[src/rtl/amm_cmd_scheduler.sv]
`default_nettype none
// ============================================================================
// Module   : amm_cmd_scheduler
// Brief    : Accepts one transaction at a time over valid/ready and drives it
//            onto an Avalon-MM master port. Writes become multi-beat bursts
//            with per-beat byteenable; reads are gated by read-return credit.
//            Optional burst statistics: define AMM_SCHED_STATS_EN.
// Revision : 1.0 - initial release
// ============================================================================
module amm_cmd_scheduler #(
  parameter int AMM_DATA_W    = 128,
  parameter int AMM_ADDR_W    = 12,
  parameter int AMM_BURST_W   = 11,
  parameter int BYTE_PER_WORD = AMM_DATA_W / 8,
  parameter int BYTE_ADDR_W   = $clog2(BYTE_PER_WORD),
  parameter int ADDR_W        = AMM_ADDR_W - BYTE_ADDR_W,
  parameter int MAX_RD_WORDS  = 16,
  parameter int PEND_W        = $clog2(MAX_RD_WORDS + 1)
) (
  input  logic                     clk_i,
  input  logic                     rst_i,
  input  logic                     op_valid_i,
  output logic                     op_ready_o,
  input  logic                     op_type_i,
  input  logic [ADDR_W-1:0]        op_word_addr_i,
  input  logic [AMM_BURST_W-1:0]   op_burst_i,
  input  logic [BYTE_ADDR_W-1:0]   op_start_off_i,
  input  logic [BYTE_ADDR_W-1:0]   op_end_off_i,
  input  logic [AMM_DATA_W-1:0]    wr_data_i,
  output logic                     wr_data_req_o,
  output logic [AMM_ADDR_W-1:0]    amm_address_o,
  output logic                     amm_read_o,
  output logic                     amm_write_o,
  output logic [AMM_BURST_W-1:0]   amm_burstcount_o,
  output logic [BYTE_PER_WORD-1:0] amm_byteenable_o,
  output logic [AMM_DATA_W-1:0]    amm_writedata_o,
  input  logic                     amm_waitrequest_i,
  input  logic                     amm_readdatavalid_i,
  output logic [PEND_W-1:0]        rd_pend_o,
`ifdef AMM_SCHED_STATS_EN
  input  logic                     stats_clr_i,
  output logic [31:0]              wr_burst_cnt_o,
  output logic [31:0]              rd_burst_cnt_o,
`endif
  output logic                     busy_o
);

  localparam int SUM_W = ((AMM_BURST_W > PEND_W) ? AMM_BURST_W : PEND_W) + 1;
  localparam logic [BYTE_ADDR_W-1:0]   c_top_byte = BYTE_ADDR_W'(BYTE_PER_WORD - 1);
  localparam logic [BYTE_PER_WORD-1:0] c_be_ones  = '1;

  typedef enum logic [1:0] {
    ST_IDLE = 2'd0,
    ST_WR   = 2'd1,
    ST_RD   = 2'd2
  } state_t;

  state_t                   r_state;
  logic [AMM_BURST_W-1:0]   r_beat;
  logic [BYTE_ADDR_W-1:0]   r_start_off;
  logic [BYTE_ADDR_W-1:0]   r_end_off;
  logic [PEND_W-1:0]        r_rd_pend;

  logic                     w_op_hs;
  logic [AMM_BURST_W-1:0]   w_op_burst;
  logic                     w_wr_acc;
  logic                     w_rd_acc;
  logic                     w_last_beat;
  logic [AMM_BURST_W-1:0]   w_next_beat;
  logic                     w_next_last;
  logic                     w_rdv_dec;
  logic [PEND_W-1:0]        w_pend_dec;
  logic                     w_rd_fit;
  logic [SUM_W-1:0]         w_pend_nxt;

  // Byte mask of one beat: first beat trims below start offset, last beat
  // trims above end offset; a single beat gets both trims (0 if inverted).
  function automatic logic [BYTE_PER_WORD-1:0] f_beat_be(
    input logic                   first,
    input logic                   last,
    input logic [BYTE_ADDR_W-1:0] s_off,
    input logic [BYTE_ADDR_W-1:0] e_off
  );
    logic [BYTE_PER_WORD-1:0] m;
    m = c_be_ones;
    if (first) m = m & (c_be_ones << s_off);
    if (last)  m = m & (c_be_ones >> (c_top_byte - e_off));
    return m;
  endfunction

  // Handshake, beat accept and read-credit evaluation
  always_comb begin
    w_op_hs     = op_valid_i && op_ready_o;
    w_op_burst  = (op_burst_i == '0) ? AMM_BURST_W'(1) : op_burst_i;
    w_wr_acc    = amm_write_o && !amm_waitrequest_i;
    w_rd_acc    = amm_read_o && !amm_waitrequest_i;
    w_last_beat = (r_beat == (amm_burstcount_o - AMM_BURST_W'(1)));
    w_next_beat = r_beat + AMM_BURST_W'(1);
    w_next_last = (w_next_beat == (amm_burstcount_o - AMM_BURST_W'(1)));
    // Return data arriving this cycle already frees credit for the check.
    w_rdv_dec   = amm_readdatavalid_i && (r_rd_pend != '0);
    w_pend_dec  = r_rd_pend - PEND_W'(w_rdv_dec);
    w_rd_fit    = (SUM_W'(w_pend_dec) + SUM_W'(amm_burstcount_o)) <= SUM_W'(MAX_RD_WORDS);
    w_pend_nxt  = SUM_W'(w_pend_dec) + (w_rd_acc ? SUM_W'(amm_burstcount_o) : SUM_W'(0));
  end

  assign wr_data_req_o   = w_wr_acc;
  assign amm_writedata_o = wr_data_i;
  assign rd_pend_o       = r_rd_pend;
  assign busy_o          = (r_state != ST_IDLE) || (r_rd_pend != '0);

  // Command FSM with registered AMM command outputs
  always_ff @(posedge clk_i) begin
    if (rst_i) begin
      r_state          <= ST_IDLE;
      op_ready_o       <= 1'b0;
      amm_read_o       <= 1'b0;
      amm_write_o      <= 1'b0;
      amm_address_o    <= '0;
      amm_burstcount_o <= '0;
      amm_byteenable_o <= '0;
      r_beat           <= '0;
      r_start_off      <= '0;
      r_end_off        <= '0;
    end else begin
      case (r_state)
        ST_IDLE: begin
          op_ready_o <= 1'b1;
          if (w_op_hs) begin
            op_ready_o       <= 1'b0;
            amm_address_o    <= {op_word_addr_i, {BYTE_ADDR_W{1'b0}}};
            amm_burstcount_o <= w_op_burst;
            r_start_off      <= op_start_off_i;
            r_end_off        <= op_end_off_i;
            r_beat           <= '0;
            if (op_type_i) begin
              r_state          <= ST_RD;
              amm_byteenable_o <= c_be_ones;
            end else begin
              r_state          <= ST_WR;
              amm_write_o      <= 1'b1;
              amm_byteenable_o <= f_beat_be(1'b1, w_op_burst == AMM_BURST_W'(1),
                                            op_start_off_i, op_end_off_i);
            end
          end
        end
        ST_WR: begin
          if (w_wr_acc) begin
            if (w_last_beat) begin
              amm_write_o <= 1'b0;
              op_ready_o  <= 1'b1;
              r_state     <= ST_IDLE;
            end else begin
              r_beat           <= w_next_beat;
              amm_byteenable_o <= f_beat_be(1'b0, w_next_last, r_start_off, r_end_off);
            end
          end
        end
        ST_RD: begin
          if (!amm_read_o) begin
            if (w_rd_fit) amm_read_o <= 1'b1;
          end else if (!amm_waitrequest_i) begin
            amm_read_o <= 1'b0;
            op_ready_o <= 1'b1;
            r_state    <= ST_IDLE;
          end
        end
        default: r_state <= ST_IDLE;
      endcase
    end
  end

  // Outstanding read words: add burst on accept, drop one per returned word
  always_ff @(posedge clk_i) begin
    if (rst_i) r_rd_pend <= '0;
    else       r_rd_pend <= PEND_W'(w_pend_nxt);
  end

`ifdef AMM_SCHED_STATS_EN
  // Burst statistics; clear wins over a same-cycle increment
  always_ff @(posedge clk_i) begin
    if (rst_i || stats_clr_i) begin
      wr_burst_cnt_o <= '0;
      rd_burst_cnt_o <= '0;
    end else begin
      if (w_wr_acc && w_last_beat) wr_burst_cnt_o <= wr_burst_cnt_o + 32'd1;
      if (w_rd_acc)                rd_burst_cnt_o <= rd_burst_cnt_o + 32'd1;
    end
  end
`endif

endmodule
`default_nettype wire

[config.mk]
export PLATFORM = sky130hd
export DESIGN_NAME = amm_cmd_scheduler
export DESIGN_NICKNAME = d
export VERILOG_FILES = /design/src/rtl/amm_cmd_scheduler.sv
export SDC_FILE = /design/constraint.sdc
export NUM_CORES = 1
export LEC_CHECK = 0
export CORE_AREA = 4 4 128 130
export DETAILED_ROUTE_END_ITERATION = 10
export DIE_AREA = 0 0 132 134
export PLACE_DENSITY = 0.77
export SETUP_SLACK_MARGIN = 0.02
export SYNTH_ARGS = -nofsm -noshare
export SYNTH_HDL_FRONTEND = slang
export SYNTH_SLANG_ARGS = --single-unit
[constraint.sdc]
create_clock -name clk_i -period 4.05 [get_ports clk_i]
set_input_delay 0.81 -clock clk_i [delete_from_list [all_inputs] [get_ports clk_i]]
set_output_delay 0.81 -clock clk_i [all_outputs]
set_load 0.01 [all_outputs]
Word level (Yosys, flattened, before mapping). Index checks and enable logic that the tools add are counted.

Flip-flop bits (word level): 60. Bits of input ports: 161. Output and inout bits: 177.

Magnitude comparators: 1. Shift operators: 3. $add $sub $neg: 7. Mux-type cells: 38. Equal/unequal tests: 12. Bitwise logic cells: 1. Reductions and logical operators: 17.

Operators with widths (count): 16-bit 2-to-1 mux (10); 11-bit 2-to-1 mux (4); 16-bit one-hot mux with 2 select lines (1); 16-bit by 4-bit right shift with 16-bit output (first input constant) (2); 11-bit equality test (2); 11-bit one-hot mux with 2 select lines (1); 16-bit bitwise AND (1); 16-bit by 4-bit left shift with 16-bit output (first input constant) (1); 5-bit AND reduction (3); 2-bit != test (second input constant) (7); 5-bit by 11-bit adder with 12-bit output (1); 12-bit by 5-bit <= comparator with 1-bit output (second input constant) (1); 1-bit 2-to-1 mux (12); 2-bit 2-to-1 mux (6); 11-bit by 1-bit adder with 11-bit output (second input constant) (1); 11-bit by 1-bit equality test with 1-bit output (second input constant) (1); 11-bit logical NOT (1); 11-bit by 1-bit subtractor with 11-bit output (second input constant) (1); 4-bit subtractor (first input constant) (2); 2-bit one-hot mux with 3 select lines (1); 5-bit adder (1); 5-bit 2-to-1 mux (1); 5-bit nonzero test (1); 5-bit by 1-bit subtractor with 5-bit output (1); other kinds (12) (16).

Logic depth before layout (Yosys ltp).
Word-level depth: 10. Gate-level depth with buffers: 15. Mapped depth without buffers: 15.

Least setup slack after synthesis. OpenSTA, ideal clock, no wires.

Path kind: input -> register. From: in amm_readdatavalid_i. To: reg amm_read_o. Slack: 0.912 ns. Arrival time: 3.068 ns. Setup time: 0.070 ns. Path buffers: 0. Stages: 11. Data required time: 3.980 ns. Path through: nor2b_1 > ha_1 > ha_1 > fa_1 > nand3b_1 > a21boi_0 > o21ai_0 > xnor2_1 > a2111oi_0 > o211ai_1 > a21oi_1.

Word-level cells in the longest chain between the ends: 6.

RTL lines: from (decl) (RTL line 38) `input logic amm_readdatavalid_i,`; 1-bit logical AND (RTL line 101) `w_rdv_dec = amm_readdatavalid_i && (r_rd_pend != '0);`; 5-bit by 1-bit subtractor with 5-bit output (RTL line 102) `w_pend_dec = r_rd_pend - PEND_W'(w_rdv_dec);`; 5-bit by 11-bit adder with 12-bit output (RTL line 103) `w_rd_fit = (SUM_W'(w_pend_dec) + SUM_W'(amm_burstcount_o)) <= SUM_W'(MAX_RD_WORDS);`; 12-bit by 5-bit <= comparator with 1-bit output (RTL line 103); 1-bit 2-to-1 mux (RTL line 161) `if (w_rd_fit) amm_read_o <= 1'b1;`; 1-bit 2-to-1 mux (RTL line 160) `if (!amm_read_o) begin`; to (signal assigned) (RTL line 117) `amm_read_o <= 1'b0;`; to (signal assigned) (RTL line 161); to (signal assigned) (RTL line 163) `amm_read_o <= 1'b0;`; to (decl) (RTL line 32) `output logic amm_read_o,`.

Every way passes these cells. A chain may end at the register's enable or synchronous reset.

Worst setup path in the final report. Same ends and word-level chain as after synthesis.

==> flow_metrics.tcl <==
set metrics [dict create \
    drt_drc_violations_left 0 \
    port_buffers 77 \
    cts_buffer_depth 2 \
    final.setup.tns_ns 0 \
    critPathMaxFanout 2 \
    drv_cap 0 \
    synth_edf_count 0 \
    tritoncts "built" \
    yosys_warnings 0 \
    cts_root_buffer "clkbuf_16" \
    dieHeight_um 134 \
    fin_ws_ns 0.607 \
    first_pass_iters 5 \
    grt_pass1_vias 4123 \
    syn_area_per_cell_um2 7.53 \
    clock-sinks 60 \
    cts-resized-gates 0 \
    synth_flop_cell "dfxtp_1" \
    synth_top_family_by_area "buffers and inverters" \
    place_ws_ns 0.269 \
    layout_commonest_cell "nand2_1" \
    final_util_pct 35.8 \
    endpoint_kind "flip-flop" \
    grt_max_degree 50 \
    synth-simple-area-share_pct 22.1 \
    comb_power_share_pct 51.8 \
    p_sw_share_pct 41.1 \
    die_w_um 132 \
    holdCritPathClass "reg2reg" \
    ir_drop_mv 0.219 \
    cp_data_arrival_time_ns 3.71 \
    synthArstFlopShare_pct 0 \
    netlist_instances 696 \
    coreArea_um2 15100 \
    hold_violations 0 \
    instances_no_fill 813 \
    dp_hpwl_um 9680 \
    ys_ff_latch 60 \
    antenna_found_initial 0 \
    outcome "completed" \
    wl_per_cell_um 16.2 \
    grt_util_all_layers_pct 14.5 \
    seq_area_frac_synth_pct 22.9 \
    fin_nets 802 \
    hold_buffers 0 \
    rows 45 \
    io_pins 338 \
    crit_type "in2reg" \
    dp.cells 798 \
    layout-drive-gt1-share_pct 6.08 \
    fmax_mhz 290 \
    grt.overflow.total 0 \
    viasPerCell 5.45 \
    grt_pass1_wl_um 20900 \
    cp_data_required_time_ns 4.32 \
    p_seq_share_pct 26.2 \
    slew_violations 0 \
    min_period_ns 3.44 \
    netlist_area_um2 5240 \
    layout_common_cells "nand2_1 (90), clkdlybuf4s50_1 (76), dfxtp_1 (60)" \
    p_total_uw 3380 \
    synth-compound-area-share_pct 19.9 \
    cts_setup_buffers 0 \
    synthMuxAreaShare_pct 0.621 \
    synthXorXnorAreaFrac_pct 5.73 \
    finalSetupViolCount 0 \
    worst_pin_slew_ns 1.11 \
    critPathLaunchType "primary input" \
    synthAdderAreaFrac_pct 5.06 \
    cellPowerDensity_nw_per_um2 624 \
    fp.dieArea_um2 17700 \
    clkTransAtPathRegs_ns 0.05 \
    gp_congestion 0.870 \
    vias 4427 \
    p_int_uw 1990 \
    clock_power_share_pct 22.0 \
    slew-limit-headroom_pct 25.8 \
    switching_power_uw 1390 \
    start_util_pct 34.6 \
    yosysUniqueCellTypes 73 \
    period_share_pct 85.0 \
    ant_nets 0 \
    drt_iter0_markers 353 \
    worstSkewPairLatency_ns 0.34 \
    cts_made_buffers 9 \
    rsz0062_at_grt "no" \
    area_growth_pct 3.56 \
    num_antenna_cells 0 \
    fin_skew_ns 0.00667 \
    wirelength_um 13100 \
    power.leakage_uw 0.00206 \
    htreeDepth 3 \
]
## worst paths after layout
path / start / end / cells after the start / slack (ns)
worst max-delay path: amm_readdatavalid_i / amm_read_o / 14 / 0.61
worst min register to register: amm_byteenable_o[9] / amm_byteenable_o[9] / 2 / 0.45
worst max register to register: rd_pend_o[2] / amm_read_o / 15 / 0.62
worst min-delay path: amm_byteenable_o[9] / amm_byteenable_o[9] / 2 / 0.45
## layout make-up
type / count / area [um^2]
flip-flops and latches: 60 / 1200
multi-input cells: 448 / 2810
well taps: 188 / 235
clock buffers: 12 / 267
clock inverters: 3 / 21.3
repair buffers: 85 / 826
inverters: 17 / 63.8
fillers: 1523 / 9720
## critical path: stages
cell	delay, ns
clkdlybuf4s50_1	0.44
nor2b_1	0.12
ha_1	0.23
inv_1	0.08
ha_1	0.16
inv_1	0.06
fa_1	0.40
nand3b_1	0.21
a21boi_0	0.22
o21ai_0	0.16
xnor2_1	0.17
a2111oi_0	0.36
o211ai_1	0.16
a21oi_1	0.13
## power by group through the flow
stage               combinational [uW]  sequential [uW]  clock [uW]
floorplan                         1270              895           0
global placement                  1720              895           0
detailed placement                1750              899           0
CTS                               1760              889         753
global route                      1940              909         780
finish                            1750              886         746
## per-stage QoR
stage | instance area (um^2) | hold slack (ns)
2_1_floorplan | 5250 | 0.472
3_3_place_gp | 5140 | 0.441
3_5_place_dp | 5140 | 0.445
4_1_cts | 5430 | 0.452
5_1_grt | 5430 | 0.473
6_report | 5430 | 0.447
## cells by family after synthesis
kind of cell / count (synthesis)
xor+xnor: 31
compound gates: 159
flops: 60
buf+inv: 191
simple gates: 231
fa+ha+maj: 20
mux: 3
other cells: 1
## cells in the mapped netlist, types with 12 or more instances
cell	n	share of area, %
nor2_1	34	2.4
nand2_1	90	6.4
xor2_1	13	2.2
ha_1	18	4.3
xnor2_1	16	2.7
a21oi_1	52	5.0
nand3_1	23	2.2
inv_1	15	1.1
o21ai_0	26	2.5
nor3_1	12	1.1
buf_4	133	19
dfxtp_1	60	23
clkbuf_1	31	2.2
## state kept, by name (all words and copies together) (netlist names)
name and count:
amm_byteenable_o 16, amm_burstcount_o 11, r_beat 11, amm_address_o 8
rd_pend_o 5, r_end_off 4, r_state 2, amm_read_o 1
amm_write_o 1, op_ready_o 1
## metal layers
metal / GRT usage (%) / up-vias / part of all wire [%]
li1: - / 2135 / -
met1: 17.1 / 2032 / 41
met2: 22.9 / 209 / 46
met3: 5.78 / 51 / 9.9
met4: 7.41 / 0 / 2.8
met5: 0 / - / 0
Note: power is estimated with default switching activity, not from simulation.
